`config.mk`:
```
export PLATFORM = sky130hd
export DESIGN_NAME = seq_divider
export DESIGN_NICKNAME = d
export VERILOG_FILES = /design/src/rtl/seq_divider.sv
export SDC_FILE = /design/constraint.sdc
export NUM_CORES = 1
export LEC_CHECK = 0
export ABC_CLOCK_PERIOD_IN_PS = 10100
export CAP_MARGIN = 20
export CORE_ASPECT_RATIO = 1.75
export CORE_MARGIN = 2
export CORE_UTILIZATION = 40
export CTS_BUF_LIST = sky130_fd_sc_hd__clkbuf_4
export DETAILED_ROUTE_END_ITERATION = 7
export GPL_TIMING_DRIVEN = 0
export PLACE_DENSITY = 0.59
export SYNTH_ARGS = -nofsm -noshare
export SYNTH_HDL_FRONTEND = slang
export SYNTH_SLANG_ARGS = --single-unit
```
`constraint.sdc`:
```
create_clock -name clk -period 10.1 [get_ports clk]
set_input_delay 2.525 -clock clk [delete_from_list [all_inputs] [get_ports clk]]
set_output_delay 2.525 -clock clk [all_outputs]
set_load 0.02 [all_outputs]
```
`src/rtl/seq_divider.sv`:
```
// seq_divider: radix-2 restoring unsigned divider, fixed WIDTH-cycle latency.
// Start/busy/done handshake, optional auto-trigger on operand change, divide-by-zero flag.
module seq_divider #(
    parameter int unsigned WIDTH = 32,
    parameter bit          AUTO  = 1'b1
) (
    input  logic             clk,
    input  logic             rst,
    input  logic             start,
    input  logic [WIDTH-1:0] dividend,
    input  logic [WIDTH-1:0] divisor,
    output logic             busy,
    output logic             done,
    output logic [WIDTH-1:0] quotient,
    output logic [WIDTH-1:0] remainder,
    output logic             div_by_zero
);
    localparam int unsigned      CNT_W     = $clog2(WIDTH);
    localparam logic [CNT_W-1:0] LAST_ITER = CNT_W'(WIDTH - 1);

    typedef enum logic [1:0] {IDLE, CALC, ZERO} state_e;

    state_e           state_q;
    logic [CNT_W-1:0] cnt_q;
    logic [WIDTH-1:0] rem_q;    // stored partial remainder is always < divisor
    logic [WIDTH-1:0] shift_q;  // dividend bits leave at the MSB, quotient bits enter at the LSB
    logic [WIDTH-1:0] dvs_q;
    logic [WIDTH-1:0] last_dividend_q;
    logic [WIDTH-1:0] last_divisor_q;
    logic             busy_q;
    logic             done_q;
    logic             dbz_q;
    logic [WIDTH-1:0] quotient_q;
    logic [WIDTH-1:0] remainder_q;

    logic             accept;
    logic [WIDTH:0]   rem_shift;
    logic             q_bit;
    logic [WIDTH-1:0] rem_d;
    logic [WIDTH-1:0] shift_d;

    always_comb begin
        accept    = start || (AUTO && ((dividend != last_dividend_q) ||
                                       (divisor  != last_divisor_q)));
        rem_shift = {rem_q, shift_q[WIDTH-1]};
        q_bit     = (rem_shift >= {1'b0, dvs_q});
        rem_d     = q_bit ? WIDTH'(rem_shift - {1'b0, dvs_q}) : rem_shift[WIDTH-1:0];
        shift_d   = {shift_q[WIDTH-2:0], q_bit};
    end

    // NOTE: every register is cleared by the async reset so an abort leaves no stale result.
    always_ff @(posedge clk or posedge rst) begin
        if (rst) begin
            state_q         <= IDLE;
            cnt_q           <= '0;
            rem_q           <= '0;
            shift_q         <= '0;
            dvs_q           <= '0;
            last_dividend_q <= '0;
            last_divisor_q  <= '0;
            busy_q          <= 1'b0;
            done_q          <= 1'b0;
            dbz_q           <= 1'b0;
            quotient_q      <= '0;
            remainder_q     <= '0;
        end else begin
            // NOTE: non-blocking throughout, so every branch sees the pre-edge state.
            done_q <= 1'b0;
            unique case (state_q)
                IDLE: begin
                    if (accept) begin
                        shift_q         <= dividend;
                        dvs_q           <= divisor;
                        last_dividend_q <= dividend;
                        last_divisor_q  <= divisor;
                        rem_q           <= '0;
                        cnt_q           <= '0;
                        busy_q          <= 1'b1;
                        state_q         <= (divisor == '0) ? ZERO : CALC;
                    end
                end
                CALC: begin
                    rem_q   <= rem_d;
                    shift_q <= shift_d;
                    cnt_q   <= cnt_q + 1'b1;
                    if (cnt_q == LAST_ITER) begin
                        quotient_q  <= shift_d;
                        remainder_q <= rem_d;
                        dbz_q       <= 1'b0;
                        done_q      <= 1'b1;
                        busy_q      <= 1'b0;
                        state_q     <= IDLE;
                    end
                end
                ZERO: begin
                    quotient_q  <= '1;
                    remainder_q <= shift_q;
                    dbz_q       <= 1'b1;
                    done_q      <= 1'b1;
                    busy_q      <= 1'b0;
                    state_q     <= IDLE;
                end
                default: state_q <= IDLE;
            endcase
        end
    end

    assign busy        = busy_q;
    assign done        = done_q;
    assign quotient    = quotient_q;
    assign remainder   = remainder_q;
    assign div_by_zero = dbz_q;

endmodule
```
Yosys cells after proc, flatten, opt, wreduce, memory -nomap -nowiden

Cells that the tools add are included.

$add $sub $neg: 2
Magnitude comparators: 1
Equality and inequality tests: 7
Muxes and demuxes: 21
Reductions and logical operators: 12

Operators with widths:

| kind                                                             | number |
|---|---|
| 32-bit one-hot mux with 2 select lines                           | 4 |
| 32-bit two-way mux                                               | 5 |
| 32-bit inequality test                                           | 2 |
| 33-bit by 32-bit greater-or-equal comparator with 1-bit output   | 1 |
| 32-bit zero test                                                 | 1 |
| 32-bit subtractor                                                | 1 |
| 5-bit one-hot mux with 2 select lines                            | 1 |
| 2-bit AND reduction                                              | 4 |
| 2-bit two-way mux                                                | 3 |
| 5-bit by 1-bit adder with 5-bit output (second input constant)   | 1 |
| 5-bit == test (second input constant)                            | 1 |
| 5-bit two-way mux                                                | 1 |
| 2-bit inequality test (second input constant)                    | 2 |
| 1-bit one-hot mux with 2 select lines                            | 2 |
| 2-bit one-hot mux with 2 select lines                            | 1 |
| 2-bit nonzero test                                               | 2 |
| 1-bit two-way mux                                                | 3 |
| 1-bit one-hot mux with 3 select lines                            | 1 |
| 3-bit AND reduction                                              | 1 |
| 3-bit nonzero test                                               | 1 |
| 2-bit by 1-bit == test with 1-bit output (second input constant) | 1 |
| 2-bit == test (second input constant)                            | 1 |
| 2-bit zero test                                                  | 1 |
| 1-bit logical OR                                                 | 2 |

Register bits after elaboration: 202
Bits of input ports: 67
Output and inout port bits: 67
Logic and storage cells: 54

Longest topological paths before layout

Gate-level depths: netlist of the first run.

Word-level depth: 5
Gate-level depth with buffers: 14
Mapped depth without buffers: 13

Least setup slack after synthesis of the first run

No wires, ideal clock.

Path type: input to register
Start: in dividend[31]
End: reg last_dividend_q[0]
Library setup time: 125 ps
Data arrival time: 4303 ps
Required time: 9975 ps
Slack: 5673 ps
Stages on the path: 8
Buffers on the path: 2
Cell sequence: xnor2_1 o21ai_1 or4_4 nor4_4 a21bo_2 buf_4 buf_6 mux2_2

Longest elaborated chain between the ends: 4

RTL lines:

| what                           | line | source |
|---|---|---|
| start: declaration             | 10   | `input logic [WIDTH-1:0] dividend,` |
| 32-bit inequality test         | 43   | `accept = start \|\| (AUTO && ((dividend != last_dividend_q) \|\|` |
| 1-bit logical OR (2 in series) | 43   |  |
| 2-bit AND reduction (no line)  | n/a  |  |
| end signal: assignment         | 74   | `last_dividend_q <= dividend;` |
| end: declaration               | 28   | `logic [WIDTH-1:0] last_dividend_q;` |

No other way between the ends.
A chain may end at the register's enable or synchronous reset.

Worst setup path in the final report of the first run

Start: in dividend[6]
End: reg rem_q[25]

Longest elaborated chain between the ends: 5

RTL lines:

| what                            | line | source |
|---|---|---|
| 32-bit inequality test          | 43   |  |
| 1-bit logical OR (2 in series)  | 43   |  |
| 2-bit inequality test (no line) | n/a  |  |
| 2-bit AND reduction (no line)   | n/a  |  |
| end signal: assignment          | 83   | `rem_q <= rem_d;` |
| end: declaration                | 25   | `logic [WIDTH-1:0] rem_q;` |

No other way between the ends.

==> results of run 1 <==
-- worst register-to-register path, cell delays in order, from the launching register on --
cell and delay, ns:
dfrtp_1 0.39, xor2_1 0.21, nor4_1 0.80, nand4_1 0.38
nor4_4 0.36, nand3_2 0.16, nand2_2 0.12, buf_6 0.18
clkbuf_1 0.55, o21ai_0 0.20
-- per-layer routing --
layer | routed length, µm | vias to the layer above
met5 | 0 | -
met4 | 3080 | 0
met3 | 1620 | 101
met2 | 21800 | 319
met1 | 15100 | 4849
li1 | - | 4543
-- through the flow --
step / utilization / setup WS, ns / instances
after floorplan: - / 2.06 / 1174
after global placement: 0.471 / -0.992 / 1680
after detailed placement: 0.472 / 3.95 / 1681
after CTS: 0.492 / 4.68 / 1758
after global routing: 0.492 / 4.68 / 1759
final: 0.492 / 4.60 / 1759
-- cell type report --
cell class | instances | area share
inverter | 55 | 0.0156
clock inverter | 11 | 0.00356
antenna | 1 | 0.000183
multi-input combinational | 856 | 0.418
buffer | 61 | 0.0249
timing repair buffer | 134 | 0.0991
tap | 373 | 0.0340
sequential | 202 | 0.369
clock buffer | 66 | 0.0361
-- report_power, final --
part / switching (mW) / total (mW) / internal [mW]
registers: 0.106 / 1.05 / 0.946
clock network: 0.344 / 0.644 / 0.300
logic: 0.375 / 0.700 / 0.325
-- cell families (layout without fill, tap and decap cells) --
| family | count (synthesis) | after routing | synth area share |
|---|---|---|---|
| buf+inv | 116 | 327 | 0.0484 |
| flops | 202 | 202 | 0.446 |
| mux | 114 | 114 | 0.109 |
| fa+ha+maj | 39 | 39 | 0.0437 |
| other cells | 0 | 1 | 0 |
| xor+xnor | 75 | 75 | 0.0580 |
| compound gates | 317 | 317 | 0.168 |
| simple gates | 311 | 311 | 0.128 |
-- placed cells by master, fill, tap and decap left out, drive strengths merged, types with 6 or more instances in the layout --
| cell type | instances |
|---|---|
| buf | 33 |
| a22o | 18 |
| a21o | 11 |
| ha | 38 |
| nor4 | 20 |
| clkbuf | 95 |
| nand2 | 135 |
| nor3 | 9 |
| clkinv | 10 |
| a31oi | 9 |
| o31ai | 8 |
| xor2 | 55 |
| a21oi | 64 |
| nor2b | 22 |
| nand3 | 11 |
| dfrtp | 202 |
| inv | 56 |
| a2111oi | 7 |
| nor2 | 75 |
| nand4 | 13 |
| xnor2 | 20 |
| or3 | 8 |
| nand2b | 6 |
| a21boi | 6 |
| a22oi | 6 |
| clkdlybuf4s50 | 133 |
| o21a | 6 |
| mux2 | 71 |
| o21ai | 155 |
| mux2i | 43 |
-- state kept, by name, indices dropped and copies added, names as in the netlist, 2 cells and up --
| name | cells |
|---|---|
| quotient | 32 |
| last_divisor_q | 32 |
| state_q | 2 |
| last_dividend_q | 32 |
| rem_q | 32 |
| remainder | 32 |
| shift_q | 32 |
| cnt_q | 5 |
-- worst paths after layout --
check                           slack (ns)  cells past startpoint                  to           startpoint
worst max-delay path                  4.60                     10           rem_q[25]          dividend[6]
worst min-delay path                  0.49                      2         shift_q[31]          shift_q[31]
worst max register to register        6.59                      9           rem_q[25]  last_dividend_q[25]
worst min register to register        0.49                      2         shift_q[31]          shift_q[31]
max in group asynchronous             6.74                      3  last_divisor_q[11]                  rst
min in group asynchronous             2.35                      2         quotient[2]                  rst
==> summary.md, run 1 <==
| Metric | Value |
|---|---|
| Die area | `29700 µm²` |
| Core area | `27900 µm²` |
| Synth Flop Type | `dfrtp_1` |
| Top cell type's share of synthesized area | `0.446` |
| Peak VDD IR | `0.000135 V` |
| Worst path buffer plus inverter count | `3` |
| Layout cells sized above 1 | `0.136` |
| Post-DR vias/cell | `5.58` |
| Post-place instance area | `13200 µm²` |
| CTS buffer count | `50` |
| F_max | `182 MHz` |
| Clock transition at path regs | `0.07 ns` |
| Yosys cell types | `68` |
| Storage cell area | `5050 µm²` |
| GR Util All Layers | `0.282` |
| Syn_nets | `1280` |
| Initial Util | `0.407` |
| Drt wl/cell | `23.6 µm` |
| Met2 usage | `0.519` |
| Initial antenna violation count | `1` |
| Gate count of the mapped netlist | `1174` |
| Final Hold Viols | `0` |
| Area grow syn2layout | `21.0%` |
| Mapped cell area | `11300 µm²` |
| Site row count | `81` |
| Mean post-synth cell area | `9.65 µm²` |
| Longest Clk Path Bufs | `3` |
| Number of global-route vias before repair | `10100` |
| DIE WIDTH | `131 µm` |
| Slew HR | `0.323` |
| WP data arrival | `6.04 ns` |
| Ys Warns | `0` |
| CP max FO | `10` |
| DRT Pass-1 Iters | `5` |
| Max-Cap Viols | `0` |
| Pin count of the biggest net entering global routing | `104` |
| Asr flop ratio synth | `1.00` |
| CTS Sinks | `202` |
| Total leakage power | `6.14 nW` |
| PortBufs | `133` |
| DRT iter0 DRCs | `494` |
| Pwr Density | `175 nW/µm²` |
| Cell family with most CP delay | `simple AND/OR/NAND/NOR gates` |
| Setup violations, final | `0` |
| # IOs | `134` |
| Worst-Skew Late Latency | `0.72 ns` |
| Worst-Margin Slew | `1.01 ns` |
| Setup tns final | `0 ns` |
| Skew final | `0.0427 ns` |
| Setup Buffers After CTS | `0` |
| Cell area after layout | `13700 µm²` |
| Vias | `9812` |
| Seq/Total Area, Yosys | `0.446` |
| Slowest cell on crit path | `nor4_1` |
| GR Util met1 | `0.295` |
| Total chip power | `2.40 mW` |
| Max-slew violations | `0` |
| Die height | `227 µm` |
| Gr busiest metal | `met2` |
| Clock Tree Root | `clkbuf_4` |
| Final hold slack | `0.487 ns` |
| Multi-input gate area | `5730 µm²` |
| Post-route ant nets | `0` |
| Worst Setup Path Type | `in2reg` |
| CTS tree | `yes` |
| Worst path cell trace | `clkdlybuf4s50_1 > xor2_1 > nor4_1 > nand4_1 > nor4_4 > nand3_2 > nand2_2 > buf_6 > clkbuf_1 > o21ai_0` |
| Tmin final | `5.50 ns` |
| WL final | `41600 µm` |
| Worst min path class | `reg2reg` |
| Placer congestion estimate | `0.993` |
| Top-count cell post-synth | `dfrtp_1` |
| Commonest cells in the synthesized netlist | `dfrtp_1, o21ai_0, nand2_1` |
| Nets | `1466` |
| Status | `finished, final reports clean` |
| Final Cycle Share | `0.544` |
| CP max stage delay | `0.87 ns` |
| Hold bufs inserted after CTS | `0` |
| CTS H-tree depth | `2` |
| Hpwl dp | `32800 µm` |
| Number of synthesized register bits | `202` |
| Grt ovf | `0` |
| Worst EP required | `10.65 ns` |
| Area leader, netlist | `dfrtp_1` |
| Met3 usage | `0.0400` |
| Crit path launch type | `primary input` |
| Fillers | `2746` |
| RSZ-0062 raised after global routing | `false` |
| Post-route DRC | `0` |
| Post-synth EDFFs | `0` |
| Post-CTS sizing | `0` |
| Synth top area cells | `dfrtp_1, mux2_2, o21ai_0, nand2_1, xor2_1` |
| First-pass GRT wire length | `62100 µm` |
| Crit. End Element | `flip-flop` |
(Power assumes the default switching activity.)
==> run 2, diff against run 1 <==
ABC_CLOCK_PERIOD_IN_PS = 4950   (was 10100)
PLACE_DENSITY = 0.62   (was 0.59)
clock period = 4.95 ns   (was 10.1 ns; I/O delays follow)
==> run 2 against run 1 <==
Net effect: global-route usage shrank 0.46 points; non-clock buffer count grew 5; wire length shrank 1.5%; critical path type unchanged; largest cell class unchanged; total power grew 110%.
==> summary.md, run 2 (synthesized netlist as in run 1, its figures left out) <==
| Metric | Value |
|---|---|
| Status | `finished, final reports clean` |
| CTS Sinks | `202 (unchanged)` |
| PortBufs | `133 (unchanged)` |
| Vias | `9853 (+0.42%)` |
| Post-route DRC | `0 (unchanged)` |
| Total leakage power | `6.20 nW (+0.91%)` |
| First-pass GRT wire length | `61200 µm (-1.5%)` |
| DIE WIDTH | `131 µm (unchanged)` |
| Crit. End Element | `flip-flop` |
| Max-slew violations | `0 (unchanged)` |
| Longest Clk Path Bufs | `3 (unchanged)` |
| Fillers | `2656 (-3.3%)` |
| Pwr Density | `355 nW/µm² (+100%)` |
| Placer congestion estimate | `0.938 (-5.5%)` |
| Skew final | `0.0575 ns (+0.0149 ns)` |
| Area grow syn2layout | `22.2%` |
| Peak VDD IR | `0.000277 V (+100%)` |
| # IOs | `134 (unchanged)` |
| Initial Util | `0.407 (unchanged)` |
| DRT Pass-1 Iters | `5 (unchanged)` |
| Worst-Skew Late Latency | `0.71 ns (about the same)` |
| Hpwl dp | `32900 µm (about the same)` |
| Clock Tree Root | `clkbuf_4` |
| Post-CTS sizing | `0 (unchanged)` |
| CP max stage delay | `0.64 ns (-0.23 ns)` |
| Number of global-route vias before repair | `10100 (+0.13%)` |
| Grt ovf | `0 (unchanged)` |
| Worst Setup Path Type | `in2reg` |
| Final core occ | `0.497 (+0.00489)` |
| Setup violations, final | `0 (unchanged)` |
| Dpl cells | `1686 (+0.30%)` |
| Final Hold Viols | `0 (unchanged)` |
| Hold bufs inserted after CTS | `0 (unchanged)` |
| Core area | `27900 µm² (unchanged)` |
| GR Util All Layers | `0.277 (-0.00463)` |
| Initial antenna violation count | `1 (unchanged)` |
| WL final | `40900 µm (-1.5%)` |
| WP data arrival | `4.59 ns (-1.45 ns)` |
| F_max | `247 MHz` |
| Post-DR vias/cell | `5.55 (-0.43%)` |
| CTS H-tree depth | `2 (unchanged)` |
| Setup Buffers After CTS | `0 (unchanged)` |
| Most frequent cells in the layout | `dfrtp_1, o21ai_0, nand2_1, clkdlybuf4s50_1, nor2_1` |
| Nets | `1469 (+0.20%)` |
| RSZ-0062 raised after global routing | `false` |
| Most common cell after layout, fill and taps aside | `dfrtp_1` |
| Layout cells sized above 1 | `0.139 (+0.00355)` |
| DRT iter0 DRCs | `615 (+24%)` |
| Worst-Margin Slew | `0.856 ns (-0.150 ns)` |
| Cell family with most CP delay | `simple AND/OR/NAND/NOR gates` |
| Clock transition at path regs | `0.06 ns (about the same)` |
| Max-Cap Viols | `0 (unchanged)` |
| Final Cycle Share | `0.817` |
| Die area | `29700 µm² (unchanged)` |
| Site row count | `81 (unchanged)` |
| CTS buffer count | `48 (-4.0%)` |
| Pin count of the biggest net entering global routing | `40 (-62%)` |
| CTS tree | `yes` |
| Die height | `227 µm (unchanged)` |
| Worst min path class | `reg2reg` |
| Crit path launch type | `primary input` |
| CP max FO | `10 (unchanged)` |
| Worst EP required | `5.49 ns (-5.16 ns)` |
| Tmin final | `4.05 ns` |
| Post-route ant nets | `0 (unchanged)` |
| Slew HR | `0.424 (+0.101)` |
| Slowest cell on crit path | `nor4_1` |
| Worst path buffer plus inverter count | `3 (unchanged)` |
| Drt wl/cell | `23.1 µm (-2.3%)` |
| Worst path cell trace | `clkdlybuf4s50_1 > xor2_1 > nor4_1 > nand4_1 > nor4_4 > nand3_2 > nand2_2 > buf_6 > clkbuf_1 > o21ai_0` |
| Post-route non-filler standard cell count | `1774 (+0.85%)` |
run 2: cell types whose count changed in the layout (fill, tap and decap cells not counted):
cell	before	now
clkinvlp_4	0	2
inv_8	1	0
clkinv_1	7	15
buf_16	1	0
clkinv_4	1	0
inv_2	2	1
clkbuf_4	66	69
buf_12	0	6
run 2: tightest hold or removal path: stages (launching register included):
cell	delay [ns]
dfrtp_1	0.34
nand2_1	0.05
o21ai_0	0.06
run 2: area by class of cell:
class,count,area (µm²),share of cell area
antenna,1,2.50,0.000181
tap,373,467,0.0337
clock buffer,69,518,0.0374
inverter,55,210,0.0152
sequential,202,5050,0.365
clock inverter,18,73.8,0.00533
timing repair buffer,139,1450,0.105
buffer,61,342,0.0247
multi-input combinational,856,5730,0.414
run 2: worst paths after layout:
kind                        startpoint          end  slack, ns  cells after the start
max                         divisor[0]    rem_q[25]       0.90                     10
min                        quotient[8]  quotient[8]       0.48                      2
max reg2reg                shift_q[31]    rem_q[30]       1.47                     12
min reg2reg                quotient[8]  quotient[8]       0.48                      2
max in group asynchronous          rst  shift_q[21]       2.93                      5
min in group asynchronous          rst    rem_q[28]       0.94                      2
run 2: power by group:
group	switching (mW)	leakage [nW]	total (mW)	internal, mW
Sequential	0.212	2.49	2.14	1.93
Clock	0.702	0.349	1.34	0.643
Combinational	0.764	3.36	1.43	0.670
run 2: stage by stage:
step                cell area, µm²  total power, mW  TNS, ns  worst slack (ns)  hold WS, ns
floorplan                    11300             2.81        0              1.10        0.450
global placement             13100             3.58  -128.21            -0.650        0.468
detailed placement           13300             3.60        0             0.175        0.473
CTS                          13800             4.96        0             0.959        0.491
finish                       13800             4.92        0             0.905        0.484
global route                 13800             5.16        0             0.817        0.512
run 2: per-layer routing:
metal  up-vias  GRT usage  part of all wire
li1       4546          -                 -
met1      4858      0.284              0.35
met2       330      0.507              0.52
met3       119     0.0409             0.044
met4         0      0.214             0.084
met5         -          0                 0
